## src/rtl/guess_game_pkg.sv

```systemverilog
// -----------------------------------------------------------------------------
// guess_game_pkg
//   Shared types and helpers for the switch-entry guessing game sequencer.
//   - state_t    : game FSM states
//   - LFSR_TAPS  : feedback tap mask for the 8-bit Fibonacci LFSR
//                  (x^8 + x^6 + x^5 + x^4 + 1 -> bits 7,5,4,3)
//   - lfsr_next(): one shift step of that LFSR
// -----------------------------------------------------------------------------
package guess_game_pkg;

   typedef enum logic [2:0] {
      IDLE  = 3'd0,
      PLAY  = 3'd1,
      CHECK = 3'd2,
      WON   = 3'd3,
      LOST  = 3'd4
   } state_t;

   localparam logic [7:0] LFSR_TAPS = 8'hB8;

   // Shift left, feeding the XOR of the tapped bits into bit 0.
   function automatic logic [7:0] lfsr_next(input logic [7:0] s);
      return {s[6:0], ^(s & LFSR_TAPS)};
   endfunction

endpackage : guess_game_pkg

```

## src/rtl/guess_game_ctrl_lfsr8.sv

```systemverilog
// -----------------------------------------------------------------------------
// lfsr8
//   Free-running 8-bit Fibonacci LFSR used as the secret source.
//   Ports:
//     clk   in   1  rising-edge clock
//     reset in   1  synchronous, active-high; loads seed
//     seed  in   8  value loaded during reset (must be nonzero)
//     q     out  8  current LFSR state
// -----------------------------------------------------------------------------
module lfsr8
   import guess_game_pkg::*;
(
   input  logic       clk,
   input  logic       reset,
   input  logic [7:0] seed,
   output logic [7:0] q
);

   logic [7:0] lfsr_q;
   logic [7:0] lfsr_d;

   always_comb begin
      lfsr_d = lfsr_next(lfsr_q);
      // A maximal-length sequence from a nonzero state never reaches 0; this
      // guard only matters if the register were ever upset into the lock-up
      // state, and pulls it back into the sequence.
      if (lfsr_d == 8'h00) begin
         lfsr_d = 8'h01;
      end
   end

   // NOTE: sequential state is written with non-blocking assignments only, so
   // every flop samples pre-edge values regardless of process ordering.
   always_ff @(posedge clk) begin
      if (reset) begin
         lfsr_q <= seed;
      end else begin
         lfsr_q <= lfsr_d;
      end
   end

   assign q = lfsr_q;

endmodule : lfsr8

```

## src/rtl/guess_game_ctrl.sv

```systemverilog
// -----------------------------------------------------------------------------
// guess_game_ctrl
//   Sequencer for the switch-entry guessing game. Draws a secret from an LFSR
//   at each game start, takes one guess per submit press, reports too-high /
//   too-low / win, counts remaining tries and declares a loss at zero tries.
//   Ports:
//     clk        in   1      rising-edge clock
//     reset      in   1      synchronous, active-high; clears all state
//     start      in   1      rising edge starts/restarts a game
//     submit     in   1      rising edge enters the current guess
//     guess      in   WIDTH  player value (unsigned)
//     force_en   in   1      at a start edge, use force_val as the secret
//     force_val  in   WIDTH  forced secret
//     too_high   out  1      last guess > secret
//     too_low    out  1      last guess < secret
//     win        out  1      game won (held until start/reset)
//     lose       out  1      tries exhausted (held until start/reset)
//     tries_left out  TW     remaining guesses, TW = $clog2(MAX_TRIES+1)
//     secret_o   out  WIDTH  secret while win|lose, else 0
// -----------------------------------------------------------------------------
module guess_game_ctrl
   import guess_game_pkg::*;
#(
   parameter int         WIDTH     = 3,
   parameter int         MAX_TRIES = 4,
   parameter logic [7:0] SEED      = 8'hA5
) (
   input  logic                               clk,
   input  logic                               reset,
   input  logic                               start,
   input  logic                               submit,
   input  logic [WIDTH-1:0]                   guess,
   input  logic                               force_en,
   input  logic [WIDTH-1:0]                   force_val,
   output logic                               too_high,
   output logic                               too_low,
   output logic                               win,
   output logic                               lose,
   output logic [$clog2(MAX_TRIES+1)-1:0]     tries_left,
   output logic [WIDTH-1:0]                   secret_o
);

   localparam int            TW         = $clog2(MAX_TRIES + 1);
   localparam logic [TW-1:0] TRIES_INIT = TW'(MAX_TRIES);

   // ---------------------------------------------------------------------------
   // Input sample stage and edge detection.
   // Inputs are captured once (x_s_q) and again (x_q); an edge is x_s_q & ~x_q.
   // A submit first sampled at edge N is therefore acted on at N+1 (CHECK) and
   // its result is registered at N+2. guess/force_* travel with the same stage
   // so the values paired with an edge are the ones present when it was seen.
   // ---------------------------------------------------------------------------
   logic             start_s_q;
   logic             start_q;
   logic             submit_s_q;
   logic             submit_q;
   logic [WIDTH-1:0] guess_s_q;
   logic             force_en_s_q;
   logic [WIDTH-1:0] force_val_s_q;

   logic start_edge;
   logic submit_edge;

   always_ff @(posedge clk) begin
      if (reset) begin
         start_s_q     <= 1'b0;
         start_q       <= 1'b0;
         submit_s_q    <= 1'b0;
         submit_q      <= 1'b0;
         guess_s_q     <= '0;
         force_en_s_q  <= 1'b0;
         force_val_s_q <= '0;
      end else begin
         start_s_q     <= start;
         start_q       <= start_s_q;
         submit_s_q    <= submit;
         submit_q      <= submit_s_q;
         guess_s_q     <= guess;
         force_en_s_q  <= force_en;
         force_val_s_q <= force_val;
      end
   end

   assign start_edge  = start_s_q  & ~start_q;
   assign submit_edge = submit_s_q & ~submit_q;

   // ---------------------------------------------------------------------------
   // Secret source
   // ---------------------------------------------------------------------------
   logic [7:0] lfsr;

   lfsr8 u_lfsr (
      .clk   (clk),
      .reset (reset),
      .seed  (SEED),
      .q     (lfsr)
   );

   // Only the low WIDTH bits form the secret; the rest are deliberately unused.
   generate
      if (WIDTH < 8) begin : g_lfsr_hi
         logic unused_lfsr_hi;
         assign unused_lfsr_hi = ^lfsr[7:WIDTH];
      end
   endgenerate

   // ---------------------------------------------------------------------------
   // Game FSM and registered outputs
   // ---------------------------------------------------------------------------
   state_t           state_q,    state_d;
   logic [WIDTH-1:0] secret_q,   secret_d;
   logic [WIDTH-1:0] guess_q,    guess_d;
   logic [TW-1:0]    tries_q,    tries_d;
   logic             too_high_q, too_high_d;
   logic             too_low_q,  too_low_d;
   logic             win_q,      win_d;
   logic             lose_q,     lose_d;
   logic [WIDTH-1:0] secret_o_q, secret_o_d;

   logic [TW-1:0]    tries_dec;

   // Saturating decrement so tries_left can never wrap.
   assign tries_dec = (tries_q != '0) ? (tries_q - TW'(1)) : '0;

   always_comb begin
      // NOTE: every signal assigned here gets a default first; a path that
      // leaves one unassigned would infer a latch.
      state_d    = state_q;
      secret_d   = secret_q;
      guess_d    = guess_q;
      tries_d    = tries_q;
      too_high_d = too_high_q;
      too_low_d  = too_low_q;
      win_d      = win_q;
      lose_d     = lose_q;
      secret_o_d = secret_o_q;

      if (start_edge) begin
         // Start wins over everything, including a pending CHECK and a
         // simultaneous submit edge.
         state_d    = PLAY;
         secret_d   = force_en_s_q ? force_val_s_q : lfsr[WIDTH-1:0];
         tries_d    = TRIES_INIT;
         too_high_d = 1'b0;
         too_low_d  = 1'b0;
         win_d      = 1'b0;
         lose_d     = 1'b0;
         secret_o_d = '0;
      end else begin
         unique case (state_q)
            PLAY: begin
               if (submit_edge) begin
                  state_d = CHECK;
                  guess_d = guess_s_q;
               end
            end

            CHECK: begin
               if (guess_q == secret_q) begin
                  state_d    = WON;
                  win_d      = 1'b1;
                  too_high_d = 1'b0;
                  too_low_d  = 1'b0;
                  secret_o_d = secret_q;
               end else begin
                  tries_d    = tries_dec;
                  too_high_d = (guess_q > secret_q);
                  too_low_d  = (guess_q < secret_q);
                  if (tries_dec == '0) begin
                     state_d    = LOST;
                     lose_d     = 1'b1;
                     secret_o_d = secret_q;
                  end else begin
                     state_d = PLAY;
                  end
               end
            end

            IDLE, WON, LOST: begin
               // Submits are ignored; only a start edge leaves these states.
            end

            default: begin
               state_d = IDLE;
            end
         endcase
      end
   end

   always_ff @(posedge clk) begin
      if (reset) begin
         state_q    <= IDLE;
         secret_q   <= '0;
         guess_q    <= '0;
         tries_q    <= '0;
         too_high_q <= 1'b0;
         too_low_q  <= 1'b0;
         win_q      <= 1'b0;
         lose_q     <= 1'b0;
         secret_o_q <= '0;
      end else begin
         state_q    <= state_d;
         secret_q   <= secret_d;
         guess_q    <= guess_d;
         tries_q    <= tries_d;
         too_high_q <= too_high_d;
         too_low_q  <= too_low_d;
         win_q      <= win_d;
         lose_q     <= lose_d;
         secret_o_q <= secret_o_d;
      end
   end

   assign too_high   = too_high_q;
   assign too_low    = too_low_q;
   assign win        = win_q;
   assign lose       = lose_q;
   assign tries_left = tries_q;
   assign secret_o   = secret_o_q;

endmodule : guess_game_ctrl

```

## config.mk

```make
export PLATFORM = sky130hd
export DESIGN_NAME = guess_game_ctrl
export DESIGN_NICKNAME = d
export VERILOG_FILES = /design/src/rtl/guess_game_pkg.sv /design/src/rtl/guess_game_ctrl_lfsr8.sv /design/src/rtl/guess_game_ctrl.sv
export SDC_FILE = /design/constraint.sdc
export NUM_CORES = 1
export LEC_CHECK = 0
export CORE_ASPECT_RATIO = 0.75
export CORE_MARGIN = 1
export CORE_UTILIZATION = 59
export CTS_BUF_LIST = sky130_fd_sc_hd__clkbuf_8
export DETAILED_ROUTE_END_ITERATION = 6
export HOLD_SLACK_MARGIN = 0.12
export PLACE_DENSITY_LB_ADDON = 0.05
export RECOVER_POWER = 100
export SLEW_MARGIN = 20
export SYNTH_ARGS = -nofsm -noshare
export SYNTH_HDL_FRONTEND = slang
export SYNTH_SLANG_ARGS = --single-unit
```

## constraint.sdc

```tcl
create_clock -name clk -period 5 [get_ports clk]
set_clock_uncertainty 0.05 [all_clocks]
set_input_delay 0.5 -clock clk [delete_from_list [all_inputs] [get_ports clk]]
set_output_delay 0.5 -clock clk [all_outputs]
set_load 0.02 [all_outputs]
```

Yosys cells after proc, flatten, opt, wreduce, memory -nomap -nowiden
Index checks and enable logic that the tools add are counted.

storage, ports and cells
  bits of input ports = 11
  logic and storage cells = 72
  output and inout bits = 10
  register bits = 38

cells by class
  reductions and logical operators = 18
  muxes and demuxes = 15
  $lt $le $gt $ge = 2
  equal/unequal tests = 9
  bitwise gates (word level) = 7
  add/subtract/negate cells = 1

operators with widths
  cell                                                                 count
  3-bit 2-to-1 mux                                                     10
  2-bit AND reduction                                                  6
  3-bit case mux with 3 select lines                                   1
  8-bit zero test                                                      1
  8-bit 2-to-1 mux                                                     1
  8-bit XOR reduction                                                  1
  3-bit by 2-bit == test with 1-bit output (second input constant)     2
  3-bit zero test                                                      2
  2-bit != test (second input constant)                                3
  3-bit AND reduction                                                  2
  1-bit inverter                                                       5
  2-bit nonzero test                                                   2
  2-bit OR reduction                                                   2
  3-bit by 1-bit == test with 1-bit output (second input constant)     1
  3-bit == test                                                        1
  3-bit == test (second input constant)                                1
  3-bit > comparator                                                   1
  3-bit less-than comparator                                           1
  1-bit 2-to-1 mux                                                     3
  3-bit != test (second input constant)                                1
  3-bit nonzero test                                                   1
  3-bit OR reduction                                                   1
  3-bit by 1-bit subtractor with 3-bit output (second input constant)  1
  1-bit AND                                                            2

Depth between registers and ports, before layout
Gate-level depths: netlist of the first run.

  depth after elaboration = 7
  gate-level depth with buffers = 7
  gate-level depth less buffers = 6

Hierarchy
From an unflattened synthesis of the first run, not the netlist that was laid out.

unflattened totals
  cells, all modules = 143
  area, all modules = 1483.9 sq um

by module, submodules not included
  module           cells each  sequential area each (sq um)  area an instance (sq um)  times used
  guess_game_ctrl  119         600.6                         1179.9                    1
  lfsr8            24          160.2                         304.0                     1

Worst setup path after synthesis of the first run
No wires, ideal clock.

  path kind = reg2reg
  start point = register secret_q[1]
  end point = register tries_q[2] (netlist: tries_left[2])
  slack = 3405 ps
  stages on the path, launching flop included = 8
  clock period less this slack = 1595 ps
  arrival = 1414 ps
  data required time = 4819 ps
  library setup time = 131 ps
  path buffers = 1
  path through = dfxtp_1 > inv_1 > ha_1 > and3_1 > buf_2 > nand2b_1 > o31ai_1 > a21oi_1

between the ends
  longest elaborated chain between the ends = 3

RTL lines
  item                                  RTL line                RTL
  start, declared                       guess_game_ctrl.sv:111  logic [WIDTH-1:0] secret_q, secret_d;
  start signal, assigned                guess_game_ctrl.sv:203  secret_q <= secret_d;
  3-bit == test                         guess_game_ctrl.sv:159  if (guess_q == secret_q) begin
  2-bit != test (no source line)        --
  2-bit AND reduction (no source line)  --
  end signal, assigned                  guess_game_ctrl.sv:205  tries_q <= tries_d;
  end, declared                         guess_game_ctrl.sv:113  logic [TW-1:0] tries_q, tries_d;

Every way passes these cells.
A chain may end at the register's enable or synchronous reset.

Worst setup path in the final report of the first run
  start point = input reset
  end point = register secret_o_q[2] (netlist: secret_o[2])

between the ends
  longest elaborated chain between the ends = 1

RTL lines
  item                                 RTL line                RTL
  start, declared                      guess_game_ctrl.sv:29   input logic reset,
  2-bit OR reduction (no source line)  --
  end signal, assigned                 guess_game_ctrl.sv:210  secret_o_q <= secret_o_d;
  end, declared                        guess_game_ctrl.sv:118  logic [WIDTH-1:0] secret_o_q, secret_o_d;

Every way passes these cells.

==> summary.txt, run 1 <==
status: completed
DP HPWL: 1830 microns
Fin. Hold Viols: 0
Setup TNS: 0 ns
gr busiest metal: met2
flop2flop setup slack: 3.17 ns
r2r worst-path depth: 6
Layout area overhead: 22.4%
Post-synth ARST share: 0%
Worst EP required: 5.10 ns
max cap viols: 0
die width: 58.3 microns
Placeable Area: 2120 sq um
Yosys warning count: 0
Hold Crit Depth: 1
first-pass GRT wire length: 4280 microns
Post CTS Setup Buffer Count: 0
Root Buffer: clkbuf_8
sequential area share after synthesis: 54.2%
worst min-delay path class: register to register
Worst Setup Slack, final: 2.67 ns
wire length per cell: 13.2 microns
reg-to-reg endpoint: secret_o[0]
Max H-tree Level: 2
number of synthesized flops with an enable pin: 0
Slew HR: 29.3%
cts bufs inserted: 5
Nets: 173
syn nets: 150
total number of vias: 986
Post-CTS Hold Fix Bufs: 0
unrepaired setup endpoints after global routing: false
Tmin final: 2.33 ns
Detailed Route WL: 2530 microns
Routed Antenna Nets: 0
kind of cell adding the most delay to the critical path: buffers and inverters
Startpoint Class: primary input
Synth Cell Area: 1400 sq um
fillers: 136
I/O pin count: 21
worst vdd rail ir drop: 0.244 mV
Lkg Pwr: 0.704 nW
# diodes: 0
post-CTS sizing: 0
Worst-path clk slew: 0.07 ns
area occupied by multi-input gates: 609 sq um
CP startpoint: reset
met3 usage: 6.43%
capturing element type of the critical path: register
clk buf depth: 2
register area: 761 sq um
Synth Instances: 136
initial antenna violation count: 0
commonest register cell after synthesis: dfxtp_1
Slowest Stage Delay on Critical Path: 0.78 ns
drt pass-1 iters: 4
fmax: 428 MHz
Placed Instance Area: 1630 sq um
post-layout power: 0.586 mW
Crit-path slowest cell: clkbuf_1
gpl congestion: 0.791
die extent in y: 44.2 microns
slew at the pin closest to its max-slew limit: 1.06 ns
PD cells: 342 nW/um^2
met1 usage: 29.4%
dpl ws: 3.06 ns
Worst Min Path Start: submit_s_q
worst hold path endpoint: submit_q
fin crit share: 46.7%
Initial Utilization: 66.2%
Setup-failing EPs final: 0
DR DRC count: 0
share of post-route cells with drive strength above 1: 11.3%
Final Max Tran Viols: 0
Iteration-0 DRC Markers: 44
largest net degree at the start of global routing: 29
Synth Register Bits: 38
die area: 2580 sq um
TritonCTS clock tree: yes
Synth cell types: 31
critical path type: primary input to register
post-route insts no fill: 192
Arrival @ worst endpoint: 2.44 ns
placed insts: 184
vias in the first global route: 969
GR Overflow Total: 0
Mapped Avg Cell Area: 10.3 sq um
clk_lat worst skew: 0.28 ns
worst r2r src: secret_q[1]
site row count: 14
met2 usage: 37.0%
routed vias/inst: 5.14
crit-path max FO: 28
crit-path cells: dlygate4sd3_1, clkbuf_1, nand2b_1, nor2_1
Sink Count: 38
port bufs: 20
Critical path buffers and inverters: 2
gr usage total: 23.0%
Final Cell Area: 1720 sq um
[cell usage after synthesis, types with 3 or more instances]
library cell | instances | area [sq um]
a21oi_1 | 8 | 40.0
inv_1 | 3 | 11.3
o31ai_1 | 3 | 22.5
dfxtp_1 | 38 | 761
o21ai_0 | 3 | 15.0
ha_1 | 3 | 37.5
mux2i_1 | 9 | 90.1
nor2_1 | 15 | 56.3
a211oi_1 | 5 | 37.5
nand2b_1 | 3 | 18.8
nand2_1 | 3 | 11.3
or2_2 | 3 | 18.8
nor2b_1 | 16 | 100
clkbuf_1 | 3 | 11.3
[through the flow]
step           hold slack [ns]  utilization [%]
4_1_cts                  0.421             81.2
5_1_grt                  0.427             81.0
2_1_floorplan            0.369                -
6_report                 0.417             81.0
3_5_place_dp             0.402             76.9
3_3_place_gp             0.397             76.9
[power by group]
part	switching (mW)	internal [mW]
clock	0.101	0.109
sequential	0.0105	0.316
combinational	0.0237	0.0253
[how the worst max path moves through the flow]
stage | cells past startpoint | slack [ns] | to
final | 4 | 2.67 | secret_o[2]
after floorplan | 7 | 3.41 | tries_left[2]
after CTS | 1 | 3.09 | tries_left[0]
after global routing | 4 | 2.50 | secret_o[2]
after detailed placement | 4 | 3.06 | lose
after global placement | 4 | 3.11 | secret_o[0]
[final cells by class]
type	count	share of cell area, %
Sequential cell	38	44.3
Multi-Input combinational cell	90	35.5
Timing Repair Buffer	21	11.9
Clock buffer	6	4.81
Tap cell	32	2.33
Inverter	3	0.656
Clock inverter	2	0.510
[state kept, by name, summed over array words and instances (netlist names), 3 cells and up]
name and count:
force_val_s_q 3, secret_o 3, state_q 3, tries_left 3, guess_s_q 3, secret_q 3, u_lfsr.q 8, guess_q 3
[worst reg2reg max path: stages (launching register included)]
cell     delay [ns]
dfxtp_1        0.38
inv_1          0.06
ha_1           0.30
and3_1         0.28
o21ai_2        0.29
mux2i_1        0.28
nor2_1         0.06
[per-layer routing]
layer  vias up  part of all wire, %
li1        512                    -
met1       450                   49
met2        19                   46
met3         5                  3.6
met4         0                  1.4
met5         -                    0
[cell families (layout without fill, tap and decap cells)]
kind of cell               count (synthesis)  after routing  share of synthesized area, %
and+or+nand+nor                           52             52                          22.1
muxes                                      9              9                          6.42
AOI/OAI and AO/OA                         24             24                          11.0
adders and majority gates                  3              3                          2.68
xor gates and xnor gates                   2              2                          1.25
buffers and inverters                      8             32                          2.32
DFF                                       38             38                          54.2
[layout by cell type, fill, tap and decap left out, types with 2 or more instances in the layout]
master / n
nor2_1: 15
a22oi_1: 2
ha_1: 3
nand2_1: 3
mux2i_1: 9
dlygate4sd3_1: 11
or2_2: 3
clkdlybuf4s50_1: 9
o21ai_0: 3
dfxtp_1: 38
a21oi_1: 8
inv_1: 4
a211oi_1: 5
o31ai_1: 3
or3b_2: 2
clkbuf_8: 6
nand2b_1: 3
xnor2_1: 2
nor2b_1: 16
Power figures use the tool's default switching activity.
==> inputs of run 2 (changes only) <==
--- a/config.mk
+++ b/config.mk
@@ -7,7 +7,7 @@
 export LEC_CHECK = 0
 export CORE_ASPECT_RATIO = 0.75
 export CORE_MARGIN = 1
-export CORE_UTILIZATION = 59
+export CORE_UTILIZATION = 55
 export CTS_BUF_LIST = sky130_fd_sc_hd__clkbuf_8
 export DETAILED_ROUTE_END_ITERATION = 6
 export HOLD_SLACK_MARGIN = 0.12
==> constraint.sdc (replaced) <==
create_clock -name clk -period 2.3 [get_ports clk]
set_clock_uncertainty 0.05 [all_clocks]
set_input_delay 0.23 -clock clk [delete_from_list [all_inputs] [get_ports clk]]
set_output_delay 0.23 -clock clk [all_outputs]
set_load 0.02 [all_outputs]
==> run 2 against run 1 <==
  * Final cell count up 0.52%
  * Sequential power grew 120%
  * First-iteration DRC count rose by 11%
  * Core utilization decreased by 8.8 points
  * Critical endpoint unchanged
==> summary.txt, run 2 (same netlist as run 1, synthesis figures left out) <==
Initial Utilization: 59.8% (was 66.2%)
reg-to-reg endpoint: secret_o[2] (was secret_o[0])
max reg flops: 8 (unchanged)
gr usage total: 19.7% (was 23.0%)
die extent in y: 45.7 microns (was 44.2 microns)
site row count: 15 (was 14)
Placeable Area: 2350 sq um (was 2120 sq um)
Max H-tree Level: 2 (unchanged)
r2r worst-path depth: 6 (unchanged)
routed vias/inst: 5.13 (was 5.14)
flop2flop setup slack: 0.35 ns (was 3.17 ns)
status: completed (unchanged)
first-pass GRT wire length: 3860 microns (was 4280 microns)
Hold Crit Depth: 1 (unchanged)
port bufs: 20 (unchanged)
Sink Count: 38 (unchanged)
Nets: 173 (unchanged)
worst min-delay path class: register to register (unchanged)
post-CTS sizing: 0 (unchanged)
DR DRC count: 0 (unchanged)
largest net degree at the start of global routing: 28 (was 29)
Startpoint Class: register (was primary input)
max cap viols: 0 (unchanged)
capturing element type of the critical path: register (unchanged)
critical path type: register to register (was primary input to register)
worst r2r src: secret_q[1] (unchanged)
initial antenna violation count: 0 (unchanged)
Worst Min Path Start: submit_s_q (unchanged)
cts bufs inserted: 5 (unchanged)
Iteration-0 DRC Markers: 49 (was 44)
share of post-route cells with drive strength above 1: 8.81% (was 11.3%)
Final Max Tran Viols: 0 (unchanged)
commonest cells after routing, fill and taps aside: 38 x dfxtp_1, 16 x nor2b_1, 16 x nor2_1 (was 38 x dfxtp_1, 16 x nor2b_1, 15 x nor2_1)
Post CTS Setup Buffer Count: 0 (unchanged)
total number of vias: 991 (was 986)
Arrival @ worst endpoint: 2.05 ns (was 2.44 ns)
Detailed Route WL: 2390 microns (was 2530 microns)
Fin. Hold Viols: 0 (unchanged)
Lkg Pwr: 0.698 nW (was 0.704 nW)
clk buf depth: 2 (unchanged)
I/O pin count: 21 (unchanged)
die area: 2760 sq um (was 2580 sq um)
drt pass-1 iters: 4 (unchanged)
Root Buffer: clkbuf_8 (unchanged)
unrepaired setup endpoints after global routing: false (unchanged)
Setup TNS: 0 ns (unchanged)
worst hold path endpoint: submit_q (unchanged)
Slew HR: 26.2% (was 29.3%)
GR Overflow Total: 0 (unchanged)
Layout area overhead: 20.7% (was 22.4%)
worst vdd rail ir drop: 0.433 mV (was 0.244 mV)
Final Util: 72.2% (was 81.0%)
Tmin final: 1.95 ns
clk_lat worst skew: 0.27 ns (was 0.28 ns)
DP HPWL: 1740 microns (was 1830 microns)
fin crit share: 84.8%
register area: 761 sq um (unchanged)
most common cell after layout, fill and taps aside: dfxtp_1 (unchanged)
fmax: 513 MHz
TritonCTS clock tree: yes (unchanged)
wire length per cell: 12.4 microns (was 13.2 microns)
crit-path max FO: 7 (was 28)
area occupied by multi-input gates: 598 sq um (was 609 sq um)
fillers: 182 (was 136)
Post-CTS Hold Fix Bufs: 0 (unchanged)
Worst-path clk slew: 0.06 ns (was 0.07 ns)
vias in the first global route: 868 (was 969)
Routed Antenna Nets: 0 (unchanged)
PD cells: 716 nW/um^2 (was 342 nW/um^2)
die width: 60.3 microns (was 58.3 microns)
Setup-failing EPs final: 0 (unchanged)
slew at the pin closest to its max-slew limit: 1.11 ns (was 1.06 ns)
gpl congestion: 0.810 (was 0.791)
# diodes: 0 (unchanged)
Worst EP required: 2.40 ns (was 5.10 ns)
-- run 2: where the power goes --
group	internal, mW	switching [mW]
logic	0.0549	0.0497
registers	0.688	0.0216
clock network	0.199	0.198
-- run 2: final cells by class --
| type | count | share of cell area, % |
|---|---|---|
| inverters | 3 | 0.665 |
| multi-input cells | 90 | 35.3 |
| flip-flops and latches | 38 | 44.9 |
| well taps | 34 | 2.51 |
| clock buffers | 5 | 4.07 |
| repair buffers | 21 | 12.0 |
| clock inverters | 2 | 0.443 |
-- run 2: metrics by stage --
| step | hold slack [ns] | area (sq um) | instances | worst slack [ns] | total power, mW |
|---|---|---|---|---|---|
| after floorplan | 0.308 | 1400 | 136 | 0.705 | 0.796 |
| after global placement | 0.397 | 1630 | 186 | 0.625 | 0.829 |
| after detailed placement | 0.394 | 1630 | 186 | 0.496 | 0.832 |
| after CTS | 0.414 | 1710 | 193 | 0.481 | 1.23 |
| after global routing | 0.421 | 1690 | 193 | 0.214 | 1.26 |
| final | 0.411 | 1690 | 193 | 0.350 | 1.21 |
-- run 2: critical path: stages (launching register included) --
cell and delay [ns]:
dfxtp_1 0.36, inv_1 0.05, ha_1 0.30, and3_1 0.26, o21ai_0 0.50, mux2i_1 0.25, nor2_1 0.05
-- run 2: worst max path at each step --
stage                      from       endpoint  slack [ns]  cells past startpoint
global placement    secret_q[2]    secret_o[0]        0.62                      6
finish              secret_q[1]    secret_o[2]        0.35                      6
global route        secret_q[2]    secret_o[2]        0.21                      6
floorplan           secret_q[1]  tries_left[2]        0.71                      7
detailed placement  secret_q[1]  tries_left[2]        0.50                      6
CTS                 secret_q[1]  tries_left[2]        0.48                      6
-- run 2: layer usage --
metal / vias to the layer above / track usage [%] / part of all wire, %
met5: - / 0 / 0
met4: 0 / 6.98 / 1.2
met3: 4 / 7.10 / 4.9
met2: 25 / 28.6 / 42
met1: 451 / 26.9 / 52
li1: 511 / - / -
==> inputs of run 3 (changes only) <==
--- a/config.mk
+++ b/config.mk
@@ -7,7 +7,7 @@
 export LEC_CHECK = 0
 export CORE_ASPECT_RATIO = 0.75
 export CORE_MARGIN = 1
-export CORE_UTILIZATION = 55
+export CORE_UTILIZATION = 49
 export CTS_BUF_LIST = sky130_fd_sc_hd__clkbuf_8
 export DETAILED_ROUTE_END_ITERATION = 6
 export HOLD_SLACK_MARGIN = 0.12
==> constraint.sdc (replaced) <==
create_clock -name clk -period 1.7 [get_ports clk]
set_clock_uncertainty 0.05 [all_clocks]
set_input_delay 0.17 -clock clk [delete_from_list [all_inputs] [get_ports clk]]
set_output_delay 0.17 -clock clk [all_outputs]
set_load 0.02 [all_outputs]
==> run 3 against run 2 <==
  * Highest routed layer unchanged
  * Final cell count is 2.6% higher
  * Largest cell class unchanged
  * Setup slack lost 0.27 ns
  * Total power rose by 43%
  * Non-clock buffer count grew 2
  * First-iteration DRC count is 43% higher
  * Clock power increased by 54%
  * Sequential share of layout area decreased by 1.5 points
  * Core utilization shrank 6.2 points
  * Design area grew 3.8%
  * Combinational power grew 54%
  * Via count grew 1.8%
  * Routed wire length increased by 8.4%
==> summary.txt, run 3 (same netlist as run 1, synthesis figures left out) <==
Sink Count: 38 (unchanged)
Routed Antenna Nets: 0 (unchanged)
Detailed Route WL: 2590 microns (was 2390 microns)
Arrival @ worst endpoint: 1.40 ns (was 2.05 ns)
fin crit share: 95.1%
Lkg Pwr: 0.712 nW (was 0.698 nW)
clk_lat worst skew: 0.28 ns (was 0.27 ns)
Setup-failing EPs final: 0 (unchanged)
status: completed (unchanged)
Tmin final: 1.62 ns
PD cells: 988 nW/um^2 (was 716 nW/um^2)
crit-path cells: dlygate4sd3_1 (was inv_1, ha_1, and3_1, o21ai_0, mux2i_1, nor2_1)
drt pass-1 iters: 4 (unchanged)
site row count: 16 (was 15)
gpl congestion: 0.783 (was 0.810)
share of post-route cells with drive strength above 1: 14.8% (was 8.81%)
kind of cell adding the most delay to the critical path: buffers and inverters (was compound AO/OA/AOI/OAI gates)
wire length per cell: 13.1 microns (was 12.4 microns)
max reg flops: 8 (unchanged)
Worst-path clk slew: 0.07 ns (was 0.06 ns)
Startpoint Class: register (unchanged)
post-route insts no fill: 198 (was 193)
die extent in y: 48.3 microns (was 45.7 microns)
GR Overflow Total: 0 (unchanged)
clk buf depth: 2 (unchanged)
Worst EP required: 1.48 ns (was 2.40 ns)
die width: 63.8 microns (was 60.3 microns)
unrepaired setup endpoints after global routing: false (unchanged)
placed insts: 190 (was 186)
fmax: 619 MHz
die area: 3080 sq um (was 2760 sq um)
Max H-tree Level: 2 (unchanged)
Post-CTS Hold Fix Bufs: 0 (unchanged)
TritonCTS clock tree: yes (unchanged)
DR DRC count: 0 (unchanged)
vias in the first global route: 991 (was 868)
largest net degree at the start of global routing: 15 (was 28)
Post CTS Setup Buffer Count: 0 (unchanged)
port bufs: 20 (unchanged)
routed vias/inst: 5.10 (was 5.13)
Fin. Hold Viols: 0 (unchanged)
Critical path buffers and inverters: 1 (unchanged)
worst min-delay path class: primary input to register (was register to register)
worst vdd rail ir drop: 0.694 mV (was 0.433 mV)
cts bufs inserted: 5 (unchanged)
Crit-path slowest cell: dlygate4sd3_1 (was o21ai_0)
first-pass GRT wire length: 4560 microns (was 3860 microns)
Nets: 175 (was 173)
initial antenna violation count: 0 (unchanged)
Placed Instance Area: 1650 sq um (was 1630 sq um)
# diodes: 0 (unchanged)
Placeable Area: 2660 sq um (was 2350 sq um)
crit-path max FO: 5 (was 7)
max cap viols: 0 (unchanged)
Slew HR: 61.8% (was 26.2%)
commonest cells after routing, fill and taps aside: 36 x dfxtp_1, 16 x nor2b_1, 15 x nor2_1 (was 38 x dfxtp_1, 16 x nor2b_1, 16 x nor2_1)
slew at the pin closest to its max-slew limit: 0.573 ns (was 1.11 ns)
gr usage total: 19.7% (about the same)
I/O pin count: 21 (unchanged)
capturing element type of the critical path: primary output (was register)
Layout area overhead: 25.2% (was 20.7%)
DP HPWL: 1850 microns (was 1740 microns)
Initial Utilization: 52.7% (was 59.8%)
Root Buffer: clkbuf_8 (unchanged)
Final Cell Area: 1760 sq um (was 1690 sq um)
critical path type: register to primary output (was register to register)
Iteration-0 DRC Markers: 70 (was 49)
Final Max Tran Viols: 0 (unchanged)
Setup TNS: 0 ns (unchanged)
Slowest Stage Delay on Critical Path: 0.70 ns (was 0.50 ns)
most common cell after layout, fill and taps aside: dfxtp_1 (unchanged)
total number of vias: 1009 (was 991)
-- run 3: stage by stage --
stage	worst slack, ns	hold slack [ns]	power, mW	utilization (%)
global placement	0.124	0.391	1.13	61.9
global route	0.0191	0.391	1.81	66.0
floorplan	0.105	0.248	1.08	-
detailed placement	0.0727	0.379	1.14	61.9
CTS	0.0586	0.382	1.75	65.4
finish	0.0836	0.388	1.74	66.0
-- run 3: report_power, final --
part | internal, mW | switching, mW | leakage [nW]
clock | 0.321 | 0.293 | 0.0524
combinational | 0.0837 | 0.0783 | 0.346
sequential | 0.931 | 0.0293 | 0.313
-- run 3: layout make-up --
cell class	instances	area, sq um
Clock buffer	6	82.6
Clock inverter	2	8.76
Fill cell	226	906
Inverter	3	11.3
Multi-Input combinational cell	90	631
Sequential cell	38	763
Tap cell	36	45.0
Timing Repair Buffer	23	215
-- run 3: final timing paths --
| path | to | startpoint | cells past startpoint | slack, ns |
|---|---|---|---|---|
| setup reg to reg | tries_left[2] | secret_q[1] | 6 | 0.09 |
| hold reg to reg | u_lfsr.q[7] | u_lfsr.q[6] | 1 | 0.41 |
| setup / recovery | tries_left[2] | tries_left[2] | 1 | 0.08 |
| hold / removal | guess_s_q[2] | guess[2] | 2 | 0.39 |
-- run 3: metal layers --
metal / GRT usage [%] / vias to the layer above / wire [microns]
met4: 9.09 / 0 / 46
li1: - / 514 / -
met5: 0 / - / 0
met1: 28.0 / 467 / 1380
met2: 27.1 / 23 / 1060
met3: 5.66 / 5 / 105
-- run 3: timing repair --
item                       in CTS  in global routing
hold endpoints to repair        0                  0
setup endpoints to repair       0                  5
resized for setup               0                  7
